==> src/rtl/mem_arbiter.sv <==
// mem_arbiter: shares one SRAM port between fetch and data requesters; define ARB_RR_EN for round-robin ties (default: DM wins ties)
module mem_arbiter (
    input  logic        clk,
    input  logic        rst,
    input  logic        if_req,
    input  logic [31:0] if_addr,
    output logic [31:0] if_rdata,
    output logic        if_valid,
    input  logic        dm_req,
    input  logic [3:0]  dm_we,
    input  logic [31:0] dm_addr,
    input  logic [31:0] dm_wdata,
    output logic [31:0] dm_rdata,
    output logic        dm_valid,
    output logic        stall_if,
    output logic        stall_mem,
    output logic        sram_cs,
    output logic        sram_oe,
    output logic [3:0]  sram_web,
    output logic [13:0] sram_a,
    output logic [31:0] sram_di,
    input  logic [31:0] sram_do
);
    typedef enum logic [1:0] {IDLE, ACC_IF, ACC_DM} state_t;
    state_t      state_q, state_d;
    logic [13:0] addr_q, addr_d;
    logic [3:0]  we_q, we_d;
    logic [31:0] wdata_q, wdata_d;
    logic [31:0] if_rdata_q, if_rdata_d;
    logic [31:0] dm_rdata_q, dm_rdata_d;
    logic        if_valid_q, if_valid_d;
    logic        dm_valid_q, dm_valid_d;
    logic        if_el, dm_el, pick_dm, acc, wr, unused_addr;
`ifdef ARB_RR_EN
    logic        last_q, last_d;
`endif
    assign unused_addr = ^{if_addr[31:16], if_addr[1:0], dm_addr[31:16], dm_addr[1:0]};
    assign if_el = if_req & ~if_valid_q;
    assign dm_el = dm_req & ~dm_valid_q;
`ifdef ARB_RR_EN
    assign pick_dm = dm_el & (~if_el | ~last_q);
`else
    assign pick_dm = dm_el;
`endif
    assign acc       = (state_q != IDLE) & ~rst;
    assign wr        = acc & (state_q == ACC_DM) & (|we_q);
    assign sram_cs   = acc;
    assign sram_oe   = acc & ~wr;
    assign sram_web  = wr ? ~we_q : 4'hF;
    assign sram_a    = acc ? addr_q : 14'h0;
    assign sram_di   = wr ? wdata_q : 32'h0;
    assign stall_if  = if_el;
    assign stall_mem = dm_el;
    assign if_rdata  = if_rdata_q;
    assign dm_rdata  = dm_rdata_q;
    assign if_valid  = if_valid_q;
    assign dm_valid  = dm_valid_q;
    always_comb begin
        state_d    = state_q;
        addr_d     = addr_q;
        we_d       = we_q;
        wdata_d    = wdata_q;
        if_rdata_d = if_rdata_q;
        dm_rdata_d = dm_rdata_q;
        if_valid_d = 1'b0;
        dm_valid_d = 1'b0;
`ifdef ARB_RR_EN
        last_d     = last_q;
`endif
        unique case (state_q)
            IDLE: if (if_el | dm_el) begin
                state_d = pick_dm ? ACC_DM : ACC_IF;
                addr_d  = pick_dm ? dm_addr[15:2] : if_addr[15:2];
                we_d    = pick_dm ? dm_we : 4'h0;
                wdata_d = pick_dm ? dm_wdata : 32'h0;
`ifdef ARB_RR_EN
                last_d  = pick_dm;
`endif
            end
            ACC_IF: begin
                state_d    = IDLE;
                if_valid_d = 1'b1;
                if_rdata_d = sram_do;
            end
            ACC_DM: begin
                state_d    = IDLE;
                dm_valid_d = 1'b1;
                dm_rdata_d = (|we_q) ? dm_rdata_q : sram_do;
            end
            default: state_d = IDLE;
        endcase
    end
    always_ff @(posedge clk) begin
        if (rst) begin
            state_q    <= IDLE;
            addr_q     <= 14'h0;
            we_q       <= 4'h0;
            wdata_q    <= 32'h0;
            if_rdata_q <= 32'h0;
            dm_rdata_q <= 32'h0;
            if_valid_q <= 1'b0;
            dm_valid_q <= 1'b0;
`ifdef ARB_RR_EN
            last_q     <= 1'b0;
`endif
        end else begin
            state_q    <= state_d;
            addr_q     <= addr_d;
            we_q       <= we_d;
            wdata_q    <= wdata_d;
            if_rdata_q <= if_rdata_d;
            dm_rdata_q <= dm_rdata_d;
            if_valid_q <= if_valid_d;
            dm_valid_q <= dm_valid_d;
`ifdef ARB_RR_EN
            last_q     <= last_d;
`endif
        end
    end
endmodule
==> config.mk <==
export PLATFORM = sky130hd
export DESIGN_NAME = mem_arbiter
export DESIGN_NICKNAME = d
export VERILOG_FILES = /design/src/rtl/mem_arbiter.sv
export SDC_FILE = /design/constraint.sdc
export NUM_CORES = 1
export LEC_CHECK = 0
export BUFFER_PORTS_ARGS = -buffer_cell sky130_fd_sc_hd__buf_2
export CAP_MARGIN = 40
export CELL_PAD_IN_SITES_DETAIL_PLACEMENT = 0
export CELL_PAD_IN_SITES_GLOBAL_PLACEMENT = 1
export CORE_MARGIN = 2
export CORE_UTILIZATION = 32
export CTS_CLUSTER_DIAMETER = 40
export CTS_CLUSTER_SIZE = 16
export DETAILED_ROUTE_END_ITERATION = 10
export HOLD_SLACK_MARGIN = 0.06
export PLACE_DENSITY_LB_ADDON = 0.15
export REMOVE_ABC_BUFFERS = 1
export SLEW_MARGIN = 20
export SYNTH_ARGS = -nofsm -noshare
export SYNTH_HDL_FRONTEND = slang
export SYNTH_SLANG_ARGS = --single-unit
==> constraint.sdc <==
create_clock -name clk -period 2.1 [get_ports clk]
set_input_delay 0.105 -clock clk [delete_from_list [all_inputs] [get_ports clk]]
set_output_delay 0.105 -clock clk [all_outputs]
set_load 0.05 [all_outputs]
# Word level (Yosys, flattened, before mapping)
# Index checks and enable logic that the tools add are counted.
[op_classes] addsub=0 multipliers=0 div_mod_pow=0 order_cmp=0 n_eq_ne=2 shifts=0 muxes=9 bitwise=14 n_reduce_logical=6
[ops] operator="32-bit two-way mux" n=2
[ops] operator="14-bit two-way mux" n=2
[ops] operator="4-bit two-way mux" n=2
[ops] operator="1-bit AND" n=6
[ops] operator="1-bit inverter" n=6
[ops] operator="4-bit inverter" n=1
[ops] operator="2-bit AND reduction" n=2
[ops] operator="4-bit OR reduction" n=1
[ops] operator="2-bit by 1-bit equality test with 1-bit output (second input constant)" n=1
[ops] operator="2-bit equality test (second input constant)" n=1
[ops] operator="2-bit logical NOT" n=1
[ops] operator="1-bit two-way mux" n=2
[ops] operator="2-bit two-way mux" n=1
[ops] operator="2-bit nonzero test" n=1
[ops] operator="2-bit OR reduction" n=1
[ops] operator="1-bit OR" n=1
[word_totals] ff_bits=118 latchBits=0 ram_bits=0 rom_bits=0 input_bits=136 output_inout_bits=120 memories=0

# Logic depth before layout (Yosys ltp)
# Gate-level depths: netlist of the first run.
[depth] word_depth=6 depth_mapped=7 mapped_depth_nobuf=4

# Least setup slack after synthesis of the first run
# Ideal clock, no wire load.
[synth_timing] path_type="register to output" from="reg we_q[3]" to="out sram_oe" arrival_time_ns=2.236 required_ns=1.995 slack_ns=-0.241 path_stages_with_launch=5 path_cell_list="dfxtp_1 > or4_1 > buf_2 > clkbuf_1 > a21boi_0"
[synth_via] elab_chain_cells=4
[synth_lines] item="start: declaration" line="27" text="logic [3:0] we_q, we_d;"
[synth_lines] item="start signal: assignment" line="109" text="we_q <= we_d;"
[synth_lines] item="4-bit OR reduction" line="46" text="assign wr = acc & (state_q == ACC_DM) & (|we_q);"
[synth_lines] item="1-bit AND" line="46"
[synth_lines] item="1-bit inverter" line="48" text="assign sram_oe = acc & ~wr;"
[synth_lines] item="1-bit AND" line="48"
[synth_lines] item="end: declaration" line="18" text="output logic sram_oe,"
# Every way passes these cells.

# Final worst setup path of the first run
[layout_timing] from="reg we_q[2]" to="out sram_di[31]"
[layout_via] elab_chain_cells=3
[layout_lines] item="4-bit OR reduction" line="46"
[layout_lines] item="1-bit AND" line="46"
[layout_lines] item="32-bit two-way mux" line="51" text="assign sram_di = wr ? wdata_q : 32'h0;"
[layout_lines] item="end: declaration" line="21" text="output logic [31:0] sram_di,"
# Every way passes these cells.

==> flow_metrics.py, run 1 <==
metrics = {
    "worst_setup_path": {
        "cp_max_fo": 20,
        "cpMaxStageDelayCell": "or4_4",
        "end_kind": "output port",
        "crit_required_ns": 2.00,
        "critPathTopFamily": "simple AND/OR/NAND/NOR gates",
        "cpPeakStageDelay_ns": 0.59,
        "crit_buf_inv": 2,
        "crit_chain": "or4_4, buf_6, and3_2, buf_2",
        "crit_arrival_ns": 1.91,
        "crit_path_start_kind": "register",
        "path_class": "register to output port",
    },
    "timing": {
        "period_needed_ns": 2.01,
        "relSlewSlack_pct": 57.1,
        "setup_tns_ns": 0,
        "hold_violations": 0,
        "worstMarginPinSlew_ns": 0.644,
        "rsz0062_at_grt": "yes",
        "drv_slew": 0,
        "skew_ns": 0.00725,
        "min_period_over_period_pct": 95.7,
        "setup_viol": 0,
        "fmax_mhz": 497,
    },
    "floorplanning": {
        "coreArea_mm2": 0.0146,
        "floorplan.initialDensity_pct": 32.8,
        "die-area_mm2": 0.0159,
        "io_pins": 256,
        "die_h_um": 126,
        "core.rowCount": 44,
        "die_x_um": 126,
    },
    "cells_and_area": {
        "syn2layout_area_growth_pct": 57.8,
        "drive_gt1_share_pct": 32.6,
        "final_cell_count_no_fill": 1022,
        "diodes": 0,
        "final_common_cell": "buf_2",
        "final_cell_mix": "buf_2, nand2_1, dfxtp_1, dlygate4sd3_1, mux2i_1",
        "nets": 964,
    },
    "power_and_ir_drop": {
        "peakVddDrop_v": 0.000495,
        "p_per_area_mw_per_mm2": 785,
        "leakagePower_nw": 3.55,
    },
    "clocking": {
        "clockRootBuffer": "clkbuf_16",
        "cts_buffer_depth": 2,
        "cts_tree": "done",
        "numCtsBuffers": 17,
        "htreeDepth": 4,
        "cts.sinks": 118,
        "clkTransAtPathRegs_ns": 0.05,
        "insertion_delay_ns": 0.41,
    },
    "placed_design": {
        "place_congestion": 0.716,
        "place_inst": 889,
        "place_hpwl_um": 9380,
        "place.port_buffers": 219,
    },
    "global_route": {
        "grt_max_degree": 65,
        "grtUsageTotal_pct": 18.8,
        "overflow": 0,
        "grt_first_pass_wirelength_um": 24200,
        "first_global_vias": 5071,
        "grt_antenna_before_repair": 0,
    },
    "route": {
        "postRouteWirelength_um": 15000,
        "ant_nets": 0,
        "wl_per_cell_um": 14.7,
        "drc": 0,
        "drtPass1Iterations": 4,
        "detail_route.vias_per_cell": 4.84,
        "vias": 4945,
        "drt_iter0_drc": 301,
    },
    "synthesis": {
        "syn_area_mm2": 0.00478,
        "synth.yosys.seq_area_share_pct": 49.4,
        "synth_seq_cells": 118,
        "yosys_most_used_dff": "dfxtp_1",
        "synth_cells": 521,
        "synth-edff-count": 0,
        "ys_warn_count": 0,
        "async_reset_ff_share_pct": 0,
        "synth_cell_types": 28,
        "avgSynthCellArea_um2": 9.18,
    },
    "run_status": {
        "status": "completed",
    },
    "min_path": {
        "hp-class": "primary input to register",
    },
    "flow_run": {
        "drv_cap": 0,
    },
}
==> final cells by class <==
class	count	area, um^2
inverter	3	11.3
sequential	118	2360
multi-input combinational	349	2170
tap	184	230
timing repair buffer	339	2270
clock buffer	23	468
clock inverter	6	30.0
fill	1397	7040
==> cell families after synthesis <==
group                  Yosys count  share of synthesized area [%]
and+or+nand+nor                203                           19.8
AOI/OAI and AO/OA              100                           15.5
muxes                           46                           9.62
DFF                            118                           49.4
buffers and inverters           54                           5.62
==> routing by layer <==
layer | track usage (%) | share of wire (%)
met1 | 22.7 | 44
met3 | 6.37 | 7.5
met5 | 0 | 0
met4 | 6.72 | 1.4
met2 | 31.2 | 47
==> where the power goes <==
group          internal [mW]  switching [mW]  leakage (nW)
registers               2.37          0.0659         0.962
logic                  0.420           0.600          2.34
clock network           1.53           0.940         0.252
total                   4.32            1.61          3.55
==> worst reg2reg max path, stage by stage (launching register included) <==
cell and delay (ns):
dfxtp_1 0.31, nand2b_1 0.13, buf_4 0.19, inv_2 0.11
buf_6 0.22, mux2i_1 0.22, dlygate4sd3_1 0.57, o21ai_0 0.08
==> timing repair <==
action	in CTS	in global routing
pin swaps	0	1
hold buffers	102	0
endpoints found under the setup margin	29	22
gates resized for setup	3	1
setup buffers	0	2
endpoints found under the hold margin	114	0
==> stage by stage <==
stage                     hold slack [ns]  instance area (um^2)  util, %  total power [mW]  setup WS [ns]
after floorplan                     0.174                  4530        -              3.00          -1.28
after global placement              0.315                  6000     41.1              3.31          0.233
after detailed placement            0.319                  6000     41.1              3.33          0.202
after CTS                           0.181                  7530     51.6              5.99         0.0260
after global routing                0.212                  7550     51.8              6.19        -0.0128
final                               0.199                  7550     51.8              5.93         0.0895
==> final timing paths <==
kind,startpoint,endpoint,slack [ns],depth (start not counted)
max,we_q[2]$_SDFFE_PP0P_,sram_di[31],0.09,4
min,rst,state_q[0]$_SDFFE_PP0P_,0.20,3
max reg2reg,dm_valid$_SDFF_PP0_,addr_q[1]$_SDFFE_PP0P_,0.14,7
min reg2reg,if_rdata[7]$_SDFFE_PP0P_,if_rdata[7]$_SDFFE_PP0P_,0.45,2
==> synthesized netlist by cell type, types with 8 or more instances <==
| master | count | area (um^2) |
|---|---|---|
| a21oi_1 | 32 | 160 |
| nor2b_1 | 15 | 93.8 |
| mux2i_1 | 46 | 460 |
| clkbuf_1 | 36 | 135 |
| o21ai_0 | 14 | 70.1 |
| buf_2 | 8 | 40.0 |
| and2_1 | 14 | 87.6 |
| a32o_1 | 36 | 360 |
| dfxtp_1 | 118 | 2360 |
| nand2_1 | 132 | 495 |
| a32oi_1 | 14 | 123 |
| and3_1 | 30 | 188 |
==> flip-flops by register name, summed over array words and instances, names as in the netlist <==
signal	flops
we_q	4
wdata_q	32
dm_valid	1
state_q	2
dm_rdata	32
addr_q	14
if_valid	1
if_rdata	32
(Power assumes the default switching activity.)
==> inputs of run 2 (changes only) <==
--- a/config.mk
+++ b/config.mk
@@ -5,16 +5,17 @@
 export SDC_FILE = /design/constraint.sdc
 export NUM_CORES = 1
 export LEC_CHECK = 0
+export ABC_AREA = 1
 export BUFFER_PORTS_ARGS = -buffer_cell sky130_fd_sc_hd__buf_2
 export CAP_MARGIN = 40
 export CELL_PAD_IN_SITES_DETAIL_PLACEMENT = 0
 export CELL_PAD_IN_SITES_GLOBAL_PLACEMENT = 1
 export CORE_MARGIN = 2
-export CORE_UTILIZATION = 32
+export CORE_UTILIZATION = 30
 export CTS_CLUSTER_DIAMETER = 40
 export CTS_CLUSTER_SIZE = 16
 export DETAILED_ROUTE_END_ITERATION = 10
-export HOLD_SLACK_MARGIN = 0.06
+export HOLD_SLACK_MARGIN = 0.02
 export PLACE_DENSITY_LB_ADDON = 0.15
 export REMOVE_ABC_BUFFERS = 1
 export SLEW_MARGIN = 20
==> flow_metrics.py, run 2 <==
metrics = {
    "route": {
        "vias": 5246,
        "detail_route.vias_per_cell": 4.13,
        "wl_per_cell_um": 11.8,
        "drc": 0,
        "ant_nets": 0,
        "drtPass1Iterations": 4,
        "postRouteWirelength_um": 15000,
        "drt_iter0_drc": 206,
    },
    "worst_setup_path": {
        "crit_buf_inv": 4,
        "timing.critical_path.mode_cell": "buf_2",
        "crit_required_ns": 2.00,
        "crit_end": "sram_di[24]",
        "crit_chain": "dlygate4sd3_1, buf_2, nor3_4, nand2_2, buf_6, nor2_1, buf_2",
        "r2r-end": "addr_q[7]$_SDFFE_PP0P_",
        "cp_max_fo": 32,
        "crit_arrival_ns": 1.86,
        "rr_worst_depth": 7,
        "critPathTopFamily": "buffers and inverters",
        "end_kind": "output port",
        "cpMaxStageDelayCell": "dlygate4sd3_1",
        "cpPeakStageDelay_ns": 0.55,
        "path_class": "primary input to output port",
        "r2r_setup_slack_ns": 0.29,
        "crit_path_start_kind": "primary input",
        "startpoint": "rst",
        "r2r_start": "dm_valid$_SDFF_PP0_",
        "cp.depth": 7,
    },
    "synthesis": {
        "yosys-top-cells-count": "nand2_1, nor2_1, dfxtp_1",
        "synth-edff-count": 0,
        "synth.yosys.seq_area_share_pct": 47.4,
        "synth_top_area_share_pct": 47.4,
        "synth_cells": 745,
        "post-synth-top-count-cell": "nand2_1",
        "avgSynthCellArea_um2": 6.69,
        "syn_area_mm2": 0.00498,
        "synthTopCellsByArea": "dfxtp_1, nand2_1, nor2_1",
        "async_reset_ff_share_pct": 0,
        "synth_cell_types": 21,
        "ys_warn_count": 0,
        "yosys_most_used_dff": "dfxtp_1",
        "synth_seq_cells": 118,
        "yosys.area.top_type": "dfxtp_1",
    },
    "clocking": {
        "insertion_delay_ns": 0.41,
        "numCtsBuffers": 17,
        "clkTransAtPathRegs_ns": 0.05,
        "cts_tree": "done",
        "cts_buffer_depth": 2,
        "clockRootBuffer": "clkbuf_16",
        "htreeDepth": 4,
        "cts.sinks": 118,
    },
    "global_route": {
        "grt_antenna_before_repair": 0,
        "grtUsageTotal_pct": 17.1,
        "first_global_vias": 4872,
        "grt_first_pass_wirelength_um": 24300,
        "overflow": 0,
        "grt_max_degree": 87,
    },
    "power_and_ir_drop": {
        "peakVddDrop_v": 0.000508,
        "leakagePower_nw": 3.97,
        "p_per_area_mw_per_mm2": 856,
    },
    "floorplanning": {
        "die_h_um": 133,
        "floorplan.initialDensity_pct": 30.4,
        "die_x_um": 133,
        "io_pins": 256,
        "core.rowCount": 47,
        "die-area_mm2": 0.0177,
        "coreArea_mm2": 0.0164,
    },
    "timing": {
        "setup_tns_ns": 0,
        "min_period_over_period_pct": 93.5,
        "setup_slack_ns": 0.137,
        "hold_violations": 0,
        "rsz0062_at_grt": "no",
        "drv_slew": 0,
        "fmax_mhz": 509,
        "worstMarginPinSlew_ns": 0.420,
        "setup_viol": 0,
        "hold-worst-slack_ns": 0.0326,
        "relSlewSlack_pct": 72.0,
        "skew_ns": 0.00890,
        "period_needed_ns": 1.96,
    },
    "run_status": {
        "status": "completed",
    },
    "cells_and_area": {
        "final_cell_mix": "buf_2, nand2_1, nor2_1, dfxtp_1, dlygate4sd3_1",
        "syn2layout_area_growth_pct": 55.0,
        "final_common_cell": "buf_2",
        "final_cell_count_no_fill": 1271,
        "nets": 1178,
        "diodes": 0,
        "drive_gt1_share_pct": 26.0,
        "postLayoutCellArea_mm2": 0.00772,
    },
    "placed_design": {
        "dpl_worst_slack_ns": 0.502,
        "place_congestion": 0.715,
        "place_inst": 1154,
        "dpl_cell_area_mm2": 0.00622,
        "place_hpwl_um": 9430,
        "place.port_buffers": 219,
    },
    "flow_run": {
        "drv_cap": 0,
    },
    "min_path": {
        "hp-class": "primary input to register",
    },
}
run 2: worst min-delay path by stage:
stage / start / to / slack (ns) / cells after the start
2_1_floorplan: rst / wdata_q[0]$_SDFFE_PP0P_ / 0.17 / 1
3_3_place_gp: dm_wdata[27] / wdata_q[27]$_SDFFE_PP0P_ / 0.30 / 3
3_5_place_dp: dm_wdata[27] / wdata_q[27]$_SDFFE_PP0P_ / 0.30 / 3
4_1_cts: dm_addr[4] / addr_q[2]$_SDFFE_PP0P_ / 0.02 / 5
5_1_grt: if_req / state_q[0]$_SDFFE_PP0P_ / 0.03 / 3
6_report: if_req / state_q[0]$_SDFFE_PP0P_ / 0.03 / 3
run 2: worst register-to-register path, cell delays in order (launching register included):
cell and delay [ns]:
dfxtp_1 0.33, nor2_2 0.35, buf_4 0.25, nand2_1 0.06
nand2_1 0.05, dlygate4sd3_1 0.56, nor2_1 0.04, nor2_1 0.10
run 2: report_power, final:
part | leakage [nW] | internal [mW] | switching, mW | total [mW]
Clock | 0.293 | 1.94 | 0.954 | 2.89
Combinational | 2.71 | 0.430 | 0.817 | 1.25
Sequential | 0.966 | 2.40 | 0.0694 | 2.47
run 2: area by class of cell:
type,count,area (um^2)
Timing Repair Buffer,317,2120
Clock buffer,25,526
Multi-Input combinational cell,500,2040
Inverter,88,334
Clock inverter,3,65.1
Tap cell,220,275
Fill cell,1719,8680
Sequential cell,118,2360
run 2: metal layers:
layer	part of all wire, %	track usage (%)
met5	0	0
met3	7.8	6.51
met4	1.2	5.73
met1	47	22.3
met2	43	25.8
run 2: per-stage QoR:
step | power, mW | util (%)
floorplan | 3.26 | -
global placement | 3.63 | 37.9
detailed placement | 3.62 | 37.9
CTS | 6.71 | 46.9
global route | 6.94 | 47.1
finish | 6.61 | 47.1
run 2: cell families (layout without fill, tap and decap cells):
group	Yosys count	in the layout	synth area share [%]
AO/OA/AOI/OAI	58	58	5.83
buffers and inverters	127	433	11.7
flip-flops	118	118	47.4
AND/OR/NAND/NOR	442	442	35.1
run 2: timing repair:
| item | 4_1_cts | 5_1_grt |
|---|---|---|
| hold buffers | 88 | 0 |
| buffers inserted | 0 | 1 |
| setup endpoints to repair | 0 | 34 |
| endpoints found under the hold margin | 112 | 0 |
| resized for setup | 0 | 4 |
==> inputs of run 3 (changes only) <==
--- a/config.mk
+++ b/config.mk
@@ -17,7 +17,6 @@
 export DETAILED_ROUTE_END_ITERATION = 10
 export HOLD_SLACK_MARGIN = 0.02
 export PLACE_DENSITY_LB_ADDON = 0.15
-export REMOVE_ABC_BUFFERS = 1
 export SLEW_MARGIN = 20
 export SYNTH_ARGS = -nofsm -noshare
 export SYNTH_HDL_FRONTEND = slang
==> flow_metrics.py, run 3 (same netlist as run 2, synthesis figures left out) <==
metrics = {
    "run_status": {
        "status": "completed",
    },
    "placed_design": {
        "dpl_cell_area_mm2": 0.00623,
        "place_congestion": 0.716,
        "place_hpwl_um": 9870,
        "place.port_buffers": 219,
        "dpl_worst_slack_ns": 0.365,
    },
    "cells_and_area": {
        "postLayoutCellArea_mm2": 0.00758,
        "drive_gt1_share_pct": 26.0,
        "diodes": 0,
        "nets": 1171,
        "final_common_cell": "buf_2",
        "syn2layout_area_growth_pct": 52.1,
        "final_cell_mix": "buf_2, nand2_1, nor2_1, dfxtp_1, inv_1",
    },
    "global_route": {
        "grtUsageTotal_pct": 16.8,
        "overflow": 0,
        "grt_antenna_before_repair": 0,
        "grt_first_pass_wirelength_um": 24000,
        "grt_max_degree": 65,
        "first_global_vias": 4909,
    },
    "clocking": {
        "clockRootBuffer": "clkbuf_16",
        "cts_tree": "done",
        "cts_buffer_depth": 2,
        "clkTransAtPathRegs_ns": 0.05,
        "htreeDepth": 4,
        "numCtsBuffers": 17,
        "insertion_delay_ns": 0.40,
        "cts.sinks": 118,
    },
    "route": {
        "drt_iter0_drc": 141,
        "detail_route.vias_per_cell": 4.13,
        "vias": 5239,
        "ant_nets": 0,
        "wl_per_cell_um": 11.8,
        "postRouteWirelength_um": 14900,
        "drtPass1Iterations": 7,
        "drc": 0,
    },
    "timing": {
        "min_period_over_period_pct": 93.4,
        "relSlewSlack_pct": 57.2,
        "setup_slack_ns": 0.139,
        "skew_ns": 0.00876,
        "hold_violations": 0,
        "fmax_mhz": 510,
        "rsz0062_at_grt": "no",
        "worstMarginPinSlew_ns": 0.641,
        "hold-worst-slack_ns": 0.0366,
        "setup_viol": 0,
        "drv_slew": 0,
        "period_needed_ns": 1.96,
        "setup_tns_ns": 0,
    },
    "worst_setup_path": {
        "crit_arrival_ns": 1.86,
        "crit_path_start_kind": "primary input",
        "r2r_start": "dm_valid$_SDFF_PP0_",
        "rr_worst_depth": 6,
        "end_kind": "output port",
        "r2r_setup_slack_ns": 0.31,
        "cp_max_fo": 32,
        "path_class": "primary input to output port",
        "r2r-end": "addr_q[5]$_SDFFE_PP0P_",
        "crit_required_ns": 2.00,
    },
    "floorplanning": {
        "floorplan.initialDensity_pct": 30.4,
        "die_h_um": 133,
        "core.rowCount": 47,
        "die_x_um": 133,
        "io_pins": 256,
        "coreArea_mm2": 0.0164,
        "die-area_mm2": 0.0177,
    },
    "power_and_ir_drop": {
        "power_mw": 6.25,
        "peakVddDrop_v": 0.000475,
        "p_per_area_mw_per_mm2": 825,
        "leakagePower_nw": 3.90,
    },
    "flow_run": {
        "drv_cap": 0,
    },
    "min_path": {
        "min-delay-start": "if_addr[4]",
        "hp-class": "primary input to register",
        "hold_end": "addr_q[2]$_SDFFE_PP0P_",
        "holdPathStages": 5,
    },
    "synthesis": {
        "syn_nets": 881,
    },
}
run 3: timing repair:
item	4_1_cts	5_1_grt
gates resized for setup	1	1
hold endpoints to repair	111	0
endpoints found under the setup margin	32	3
hold buffers	81	0
buffers inserted	0	0
run 3: worst max-delay path by stage:
stage	startpoint	to	slack, ns	depth (start not counted)
global placement	state_q[0]$_SDFFE_PP0P_	sram_di[26]	0.36	4
finish	rst	sram_di[13]	0.14	6
floorplan	state_q[0]$_SDFFE_PP0P_	sram_a[10]	-0.004	5
global route	state_q[0]$_SDFFE_PP0P_	sram_di[6]	0.02	4
CTS	rst	sram_di[6]	0.09	6
detailed placement	state_q[0]$_SDFFE_PP0P_	sram_di[6]	0.37	4
run 3: routing by layer:
| layer | global-route usage [%] | routed length (um) | vias up |
|---|---|---|---|
| met5 | 0 | 0 | - |
| met4 | 6.99 | 337 | 0 |
| met3 | 4.83 | 1010 | 23 |
| met2 | 27.1 | 6640 | 158 |
| met1 | 21.0 | 6910 | 2270 |
| li1 | - | - | 2788 |
run 3: report_power, final:
part | internal [mW] | switching (mW)
Sequential | 2.40 | 0.0677
Combinational | 0.414 | 0.820
Clock | 1.56 | 0.996
run 3: metrics by stage:
stage,util [%],std cells
2_1_floorplan,-,745
3_3_place_gp,38.0,1155
3_5_place_dp,38.0,1155
4_1_cts,46.1,1268
5_1_grt,46.2,1268
6_report,46.2,1268
run 3: cell type report:
class | count | area [um^2]
clock inverter | 9 | 53.8
timing repair buffer | 310 | 2030
inverter | 88 | 330
clock buffer | 23 | 468
tap | 220 | 275
multi-input combinational | 500 | 2050
fill | 1742 | 8830
sequential | 118 | 2360
run 3: critical path, stage by stage:
cell	delay, ns
dlygate4sd3_1	0.55
buf_2	0.18
nor3_4	0.36
nand2_8	0.21
nor2_1	0.15
buf_2	0.28
